$ cat src/rtl/hazard_scoreboard_pkg.sv
// Shared codes, select encodings, stage entry layouts and code-to-cycle helpers
// for the pipeline hazard scoreboard.
package hazard_scoreboard_pkg;

  localparam int REG_AW = 5;
  localparam int CNT_W  = 2;

  localparam logic [2:0] TUSE_NONE = 3'd0;
  localparam logic [2:0] TUSE_D    = 3'd1;
  localparam logic [2:0] TUSE_E    = 3'd2;
  localparam logic [2:0] TUSE_M    = 3'd3;

  localparam logic [2:0] TNEW_PC8  = 3'd0;
  localparam logic [2:0] TNEW_IMM  = 3'd1;
  localparam logic [2:0] TNEW_ALU  = 3'd2;
  localparam logic [2:0] TNEW_DM   = 3'd3;

  // One select encoding shared by every mux; E-stage and M-stage muxes never see FWD_E.
  localparam logic [1:0] FWD_NONE  = 2'd0;
  localparam logic [1:0] FWD_M     = 2'd1;
  localparam logic [1:0] FWD_W     = 2'd2;
  localparam logic [1:0] FWD_E     = 2'd3;

  typedef struct packed {
    logic [REG_AW-1:0] rs;
    logic [REG_AW-1:0] rt;
    logic [REG_AW-1:0] wreg;
    logic [CNT_W-1:0]  cnt;
  } e_entry_t;

  typedef struct packed {
    logic [REG_AW-1:0] rt;
    logic [REG_AW-1:0] wreg;
    logic [CNT_W-1:0]  cnt;
  } m_entry_t;

  typedef struct packed {
    logic [REG_AW-1:0] wreg;
    logic [CNT_W-1:0]  cnt;
  } w_entry_t;

  function automatic logic [CNT_W-1:0] tuse_cycles(input logic [2:0] code);
    case (code)
      TUSE_E:  return CNT_W'(1);
      TUSE_M:  return CNT_W'(2);
      default: return '0;
    endcase
  endfunction

  function automatic logic [CNT_W-1:0] tnew_cycles(input logic [2:0] code);
    case (code)
      TNEW_ALU: return CNT_W'(1);
      TNEW_DM:  return CNT_W'(2);
      default:  return '0;
    endcase
  endfunction

  function automatic logic [CNT_W-1:0] cnt_dec(input logic [CNT_W-1:0] c);
    return (c == '0) ? '0 : c - CNT_W'(1);
  endfunction

endpackage

$ cat src/rtl/hazard_scoreboard_if.sv
// D-stage decode fields into the scoreboard and stall/forward selects out of it.
// No handshake: every signal is valid each cycle; outputs are combinational.
interface hazard_scoreboard_if;
  import hazard_scoreboard_pkg::*;

  logic [REG_AW-1:0] d_rs;
  logic [REG_AW-1:0] d_rt;
  logic [REG_AW-1:0] d_wreg;
  logic [2:0]        d_tuse_rs;
  logic [2:0]        d_tuse_rt;
  logic [2:0]        d_tnew;
  logic              stall;
  logic [1:0]        fwd_d_rs;
  logic [1:0]        fwd_d_rt;
  logic [1:0]        fwd_e_rs;
  logic [1:0]        fwd_e_rt;
  logic              fwd_m_rt;

  modport master (
    output d_rs, d_rt, d_wreg, d_tuse_rs, d_tuse_rt, d_tnew,
    input  stall, fwd_d_rs, fwd_d_rt, fwd_e_rs, fwd_e_rt, fwd_m_rt
  );

  modport slave (
    input  d_rs, d_rt, d_wreg, d_tuse_rs, d_tuse_rt, d_tnew,
    output stall, fwd_d_rs, fwd_d_rt, fwd_e_rs, fwd_e_rt, fwd_m_rt
  );
endinterface

$ cat src/rtl/hazard_scoreboard_match.sv
// Resolves one source operand against the E/M/W writer entries: the nearest
// match decides both the stall request and the forward select.
module hazard_match
  import hazard_scoreboard_pkg::*;
(
  input  logic [REG_AW-1:0] r,
  input  logic              check,
  input  logic [CNT_W-1:0]  tuse,
  input  logic [REG_AW-1:0] e_wreg,
  input  logic [CNT_W-1:0]  e_cnt,
  input  logic [REG_AW-1:0] m_wreg,
  input  logic [CNT_W-1:0]  m_cnt,
  input  logic [REG_AW-1:0] w_wreg,
  input  logic [CNT_W-1:0]  w_cnt,
  output logic              stall_req,
  output logic [1:0]        fwd_sel
);

  logic live;
  logic hit_e, hit_m, hit_w;

  // A stage tied to wreg=0 by the parent is effectively absent.
  assign live  = check && (r != '0);
  assign hit_e = live && (e_wreg == r);
  assign hit_m = live && (m_wreg == r);
  assign hit_w = live && (w_wreg == r);

  always_comb begin
    stall_req = 1'b0;
    fwd_sel   = FWD_NONE;
    if (hit_e) begin
      stall_req = (e_cnt > tuse);
      if (e_cnt == '0) fwd_sel = FWD_E;
    end else if (hit_m) begin
      stall_req = (m_cnt > tuse);
      if (m_cnt == '0) fwd_sel = FWD_M;
    end else if (hit_w) begin
      stall_req = (w_cnt > tuse);
      if (w_cnt == '0) fwd_sel = FWD_W;
    end
  end

endmodule

$ cat src/rtl/hazard_scoreboard.sv
// Writer scoreboard for the E/M/W stages: shadow entries with Tnew countdowns
// drive the D-freeze stall and the D/E/M forward-mux selects.
module hazard_scoreboard
  import hazard_scoreboard_pkg::*;
(
  input  logic               clk,
  input  logic               rst_n,
  hazard_scoreboard_if.slave bus
);

  e_entry_t e_q;
  m_entry_t m_q;
  w_entry_t w_q;

  logic [4:0] req;
  logic [1:0] sel_d_rs, sel_d_rt, sel_e_rs, sel_e_rt, sel_m_rt;
  logic       stall;

  // Operands already past D are tied to the largest Tuse, so they can never stall.
  localparam logic [CNT_W-1:0] TUSE_MAX = '1;
  localparam logic [REG_AW-1:0] NO_REG  = '0;

  hazard_match u_d_rs (
    .r(bus.d_rs), .check(bus.d_tuse_rs != TUSE_NONE), .tuse(tuse_cycles(bus.d_tuse_rs)),
    .e_wreg(e_q.wreg), .e_cnt(e_q.cnt), .m_wreg(m_q.wreg), .m_cnt(m_q.cnt),
    .w_wreg(w_q.wreg), .w_cnt(w_q.cnt), .stall_req(req[0]), .fwd_sel(sel_d_rs)
  );

  hazard_match u_d_rt (
    .r(bus.d_rt), .check(bus.d_tuse_rt != TUSE_NONE), .tuse(tuse_cycles(bus.d_tuse_rt)),
    .e_wreg(e_q.wreg), .e_cnt(e_q.cnt), .m_wreg(m_q.wreg), .m_cnt(m_q.cnt),
    .w_wreg(w_q.wreg), .w_cnt(w_q.cnt), .stall_req(req[1]), .fwd_sel(sel_d_rt)
  );

  hazard_match u_e_rs (
    .r(e_q.rs), .check(1'b1), .tuse(TUSE_MAX),
    .e_wreg(NO_REG), .e_cnt('0), .m_wreg(m_q.wreg), .m_cnt(m_q.cnt),
    .w_wreg(w_q.wreg), .w_cnt(w_q.cnt), .stall_req(req[2]), .fwd_sel(sel_e_rs)
  );

  hazard_match u_e_rt (
    .r(e_q.rt), .check(1'b1), .tuse(TUSE_MAX),
    .e_wreg(NO_REG), .e_cnt('0), .m_wreg(m_q.wreg), .m_cnt(m_q.cnt),
    .w_wreg(w_q.wreg), .w_cnt(w_q.cnt), .stall_req(req[3]), .fwd_sel(sel_e_rt)
  );

  hazard_match u_m_rt (
    .r(m_q.rt), .check(1'b1), .tuse(TUSE_MAX),
    .e_wreg(NO_REG), .e_cnt('0), .m_wreg(NO_REG), .m_cnt('0),
    .w_wreg(w_q.wreg), .w_cnt(w_q.cnt), .stall_req(req[4]), .fwd_sel(sel_m_rt)
  );

  assign stall        = |req;
  assign bus.stall    = stall;
  assign bus.fwd_d_rs = sel_d_rs;
  assign bus.fwd_d_rt = sel_d_rt;
  assign bus.fwd_e_rs = sel_e_rs;
  assign bus.fwd_e_rt = sel_e_rt;
  assign bus.fwd_m_rt = (sel_m_rt == FWD_W);

  // A stalled D slot enters E as an all-zero bubble; M and W keep draining.
  always_ff @(posedge clk or negedge rst_n) begin
    if (!rst_n) begin
      e_q <= '0;
      m_q <= '0;
      w_q <= '0;
    end else begin
      if (stall) begin
        e_q <= '0;
      end else begin
        e_q <= '{rs: bus.d_rs, rt: bus.d_rt, wreg: bus.d_wreg, cnt: tnew_cycles(bus.d_tnew)};
      end
      m_q <= '{rt: e_q.rt, wreg: e_q.wreg, cnt: cnt_dec(e_q.cnt)};
      w_q <= '{wreg: m_q.wreg, cnt: cnt_dec(m_q.cnt)};
    end
  end

endmodule

$ cat src/flat_wrapper.sv
// flat-port wrapper written by rule: the top's interface ports become plain ports
module hazard_scoreboard_flat import hazard_scoreboard_pkg::*;
  (clk, rst_n, bus_d_rs, bus_d_rt, bus_d_wreg, bus_d_tuse_rs, bus_d_tuse_rt, bus_d_tnew, bus_stall, bus_fwd_d_rs, bus_fwd_d_rt, bus_fwd_e_rs, bus_fwd_e_rt, bus_fwd_m_rt);
  hazard_scoreboard_if bus_i ();
  input  logic clk;
  input  logic rst_n;
  input wire logic [$bits(bus_i.d_rs)-1:0] bus_d_rs;
  input wire logic [$bits(bus_i.d_rt)-1:0] bus_d_rt;
  input wire logic [$bits(bus_i.d_wreg)-1:0] bus_d_wreg;
  input wire logic [$bits(bus_i.d_tuse_rs)-1:0] bus_d_tuse_rs;
  input wire logic [$bits(bus_i.d_tuse_rt)-1:0] bus_d_tuse_rt;
  input wire logic [$bits(bus_i.d_tnew)-1:0] bus_d_tnew;
  output wire logic [$bits(bus_i.stall)-1:0] bus_stall;
  output wire logic [$bits(bus_i.fwd_d_rs)-1:0] bus_fwd_d_rs;
  output wire logic [$bits(bus_i.fwd_d_rt)-1:0] bus_fwd_d_rt;
  output wire logic [$bits(bus_i.fwd_e_rs)-1:0] bus_fwd_e_rs;
  output wire logic [$bits(bus_i.fwd_e_rt)-1:0] bus_fwd_e_rt;
  output wire logic [$bits(bus_i.fwd_m_rt)-1:0] bus_fwd_m_rt;
  assign bus_i.d_rs = bus_d_rs;
  assign bus_i.d_rt = bus_d_rt;
  assign bus_i.d_wreg = bus_d_wreg;
  assign bus_i.d_tuse_rs = bus_d_tuse_rs;
  assign bus_i.d_tuse_rt = bus_d_tuse_rt;
  assign bus_i.d_tnew = bus_d_tnew;
  assign bus_stall = bus_i.stall;
  assign bus_fwd_d_rs = bus_i.fwd_d_rs;
  assign bus_fwd_d_rt = bus_i.fwd_d_rt;
  assign bus_fwd_e_rs = bus_i.fwd_e_rs;
  assign bus_fwd_e_rt = bus_i.fwd_e_rt;
  assign bus_fwd_m_rt = bus_i.fwd_m_rt;
  hazard_scoreboard u_core (.clk(clk), .rst_n(rst_n), .bus(bus_i));
endmodule
$ cat config.mk
export PLATFORM = sky130hd
export DESIGN_NAME = hazard_scoreboard_flat
export DESIGN_NICKNAME = d
export VERILOG_FILES = /design/src/rtl/hazard_scoreboard_pkg.sv /design/src/rtl/hazard_scoreboard_if.sv /design/src/rtl/hazard_scoreboard_match.sv /design/src/rtl/hazard_scoreboard.sv /design/src/flat_wrapper.sv
export SDC_FILE = /design/constraint.sdc
export NUM_CORES = 1
export LEC_CHECK = 0
export CAP_MARGIN = 10
export CORE_MARGIN = 5
export CORE_UTILIZATION = 51
export DETAILED_ROUTE_END_ITERATION = 16
export HOLD_SLACK_MARGIN = 0.15
export PLACE_DENSITY = 0.81
export SLEW_MARGIN = 20
export SYNTH_ARGS = -nofsm -noshare
export SYNTH_HDL_FRONTEND = slang
export SYNTH_HIERARCHICAL = 1
export SYNTH_SLANG_ARGS = --single-unit
$ cat constraint.sdc
create_clock -name clk -period 3.16 [get_ports clk]
set_clock_uncertainty 0.05 [all_clocks]
set_input_delay 0.79 -clock clk [delete_from_list [all_inputs] [get_ports clk]]
set_output_delay 0.79 -clock clk [all_outputs]
set_load 0.01 [all_outputs]
==> run_results.csv <==
group,metric,value,unit
outcome,status,"finished, violations left",
outcome,violations,"negative setup slack",
power_and_ir_drop,p_total,2.06,mW
worst_setup_path,worst_path_most_repeated_cell,"nor2_2",
worst_setup_path,worstPathCellList,"clkdlybuf4s15_1 -> nand2_1 -> nor2_2 -> inv_2 -> ha_1 -> a2111oi_1 -> o31a_1 -> nor2_2 -> nand2_2 -> buf_6",
sta,setup_viol,5,
worst_setup_path,critical-path-top-delay-family,"compound AO/OA/AOI/OAI gates",
logic_synthesis,synth-xor-area-share,21.9,%
clock_network,cts.sinks,36,
global_route,grt_usage,23.7,%
sta,period_needed,3.44,ns
clock_network,htreeDepth,2,
global_route,grt_pass1_vias,3025,
die,coreArea,5820,sq um
clock_network,clock_latency,0.29,ns
detailed_routing,wl_met1,3410,microns
placement,dp_cells,533,
worst_setup_path,crit_fanout,3,
logic_synthesis,synth_cell_types,32,
sta,timing.final.ws_setup,-0.275,ns
placement,place_congestion,0.961,
global_route,grt_overflow,0,
worst_setup_path,r2r_start,"u_core/m_q[10]",
worst_setup_path,max_stage_delay,0.51,ns
detailed_routing,avgViaCountPerCell,5.31,
logic_synthesis,ys_seq_elements,36,
sta,slew_violations,0,
clock_network,cts.reportedPaths.clkPinSlew,0.07,ns
logic_synthesis,synth_edf_count,0,
sta,fmax,291,MHz
cells_and_area,antenna-diode-count,0,
detailed_routing,ant_nets,0,
cells_and_area,nets,535,
die,rows,28,
worst_setup_path,worstSetupStartpoint,"bus_d_tuse_rs[1]",
job,maxCapViolations,0,
logic_synthesis,synth_top_family_by_area,"XOR/XNOR gates",
worst_setup_path,setup.worst_path.class,"in -> out",
die,die_w,86.7,microns
cells_and_area,drive_above_1_share,29.8,%
worst_setup_path,startpoint_type,"input port",
min_path,hold_path.class,"reg -> reg",
detailed_routing,route.met3.wl,440,microns
detailed_routing,totalWireLength,8970,microns
sta,finalCritPeriodShare,109,%
logic_synthesis,yosys_warnings,6,
placement,port_buffers,35,
detailed_routing,wl_per_cell,16.2,microns
clock_network,cts_buffers,5,
sta,hold_viol_final,0,
power_and_ir_drop,power-per-cell-area,468,nW/um^2
min_path,worst_hold_startpoint,"u_core/e_q[4]",
detailed_routing,firstDrtPassIters,4,
die,io_pins,36,
logic_synthesis,synth_mux_area_share,0,%
cells_and_area,area_growth,46.2,%
clock_network,cts_buffer_depth,2,
logic_synthesis,synth_compound_area_share,10.0,%
logic_synthesis,synthArstFlopShare,100,%
worst_setup_path,cp.arrival,2.60,ns
die,die_y,86.7,microns
global_route,antenna_found_initial,0,
clock_network,tritoncts,"done",
die,dieArea,7520,sq um
sta,rsz0062_at_grt,"yes",
global_route,grt_max_degree,37,
power_and_ir_drop,leakage,2.04,nW
global_route,grt_pass1_wl,13800,microns
detailed_routing,via_count,2949,
logic_synthesis,synth_area,3000,sq um
worst_setup_path,crit_required,2.32,ns
cells_and_area,finalNonFillerCells,555,
worst_setup_path,cp_num_buf_inv,3,
power_and_ir_drop,ir_worst_vdd,420,uV
detailed_routing,highest_layer,"met4",
cells_and_area,finalCoreUtilization,75.5,%
worst_setup_path,endpoint_kind,"output pin",
placement,dp_hpwl,6060,microns
clock_network,clockRootBuffer,"clkbuf_8",
logic_synthesis,synth_ff_type,"dfrtp_1",
worst_setup_path,critPathSlowestCell,"a2111oi_1",
logic_synthesis,synthCells,329,
logic_synthesis,yosys.area_share.simple,21.1,%
detailed_routing,drt_iter0_drc,166,
logic_synthesis,ys_seq_area_share,30.0,%
logic_synthesis,avgSynthCellArea,9.12,sq um
logic_synthesis,synth-adder-area-share,12.5,%
detailed_routing,route.detailed.drc,0,
die,start_util,51.6,%
detailed_routing,wl_met2,4710,microns
## where the power goes
part           total, mW  internal, mW  switching [mW]
sequential         0.751         0.572           0.180
clock              0.331         0.154           0.177
combinational      0.973         0.510           0.463
## cells by family (layout without fill, tap and decap cells)
group | Yosys count | count (layout)
AO/OA/AOI/OAI | 45 | 45
XOR/XNOR | 75 | 75
adder cells (fa/ha/maj) | 30 | 30
buffers and inverters | 32 | 134
flip-flops | 36 | 36
other | 2 | 51
AND/OR/NAND/NOR | 109 | 109
## cell type report
cell class                      instances  area (sq um)
Clock buffer                            5          68.8
Clock inverter                          3          18.8
Fill cell                             400          1430
Inverter                               30           113
Multi-Input combinational cell        310          2430
Sequential cell                        36           902
Tap cell                               75          93.8
Timing Repair Buffer                   96           757
## layer usage
metal / up-vias / global-route usage [%]
met4: 0 / 10.8
met5: - / 0
met3: 39 / 4.18
met1: 1402 / 25.0
li1: 1404 / -
met2: 104 / 45.1
## state kept, by name, indices dropped and copies added, names as in the netlist
| name | count |
|---|---|
| u_core/m_q | 12 |
| u_core/e_q | 17 |
| u_core/w_q | 7 |
## cell usage in the layout (no fill, tap or decap), types with 4 or more instances in the layout
master and count:
or4_4 4, o21ai_1 5, ha_1 25, xor2_1 30, clkdlybuf4s50_1 9, clkdlybuf4s15_1 7, o31a_1 5, nand4_1 5
a21oi_1 12, and3_2 6, buf_6 7, buf_2 10, nand3_1 10, nor2_1 11, buf_4 58, nor4_4 4
o21ai_2 5, xnor2_1 44, ha_4 4, nor2b_1 7, inv_1 28, conb_1 51, dfrtp_1 35, clkbuf_8 5
nand2_1 19, and3_1 14
## synth_stat cells (10+ instances only)
master / count / share of area (%)
a21oi_1: 15 / 2.5
and3_1: 14 / 2.9
dfrtp_1: 36 / 30
ha_1: 30 / 13
inv_1: 30 / 3.8
nand2_1: 22 / 2.8
nand3_1: 10 / 1.7
nor2_1: 12 / 1.5
nor4_1: 10 / 2.1
o21ai_0: 10 / 1.7
xnor2_1: 45 / 13
xor2_1: 30 / 8.8
## final timing paths
check                      slack (ns)  cells past startpoint            end
setup / recovery                -0.28                     10      bus_stall
hold / removal                   0.40                      0  u_core/m_q[4]
setup reg to reg                 0.52                      9  u_core/e_q[1]
hold reg to reg                  0.40                      0  u_core/m_q[4]
max in group asynchronous        1.87                      2  u_core/m_q[5]
min in group asynchronous        0.85                      2  u_core/m_q[6]
## metrics by stage
step	setup TNS [ns]	worst slack, ns	area [sq um]	hold WS, ns
finish	-0.331	-0.275	4390	0.397
global route	-0.622	-0.293	4390	0.420
CTS	-0.302	-0.210	4200	0.397
detailed placement	-6.06	-0.979	4000	0.379
global placement	-5.29	-0.951	4000	0.376
floorplan	-0.0964	-0.0964	3220	0.358
## timing repair
action	4_1_cts	5_1_grt
hold buffers	0	0
pin swaps	25	14
cloned	0	0
buffers inserted	7	8
setup endpoints to repair	10	9
resized for setup	98	40
Note: power is estimated with default switching activity, not from simulation.
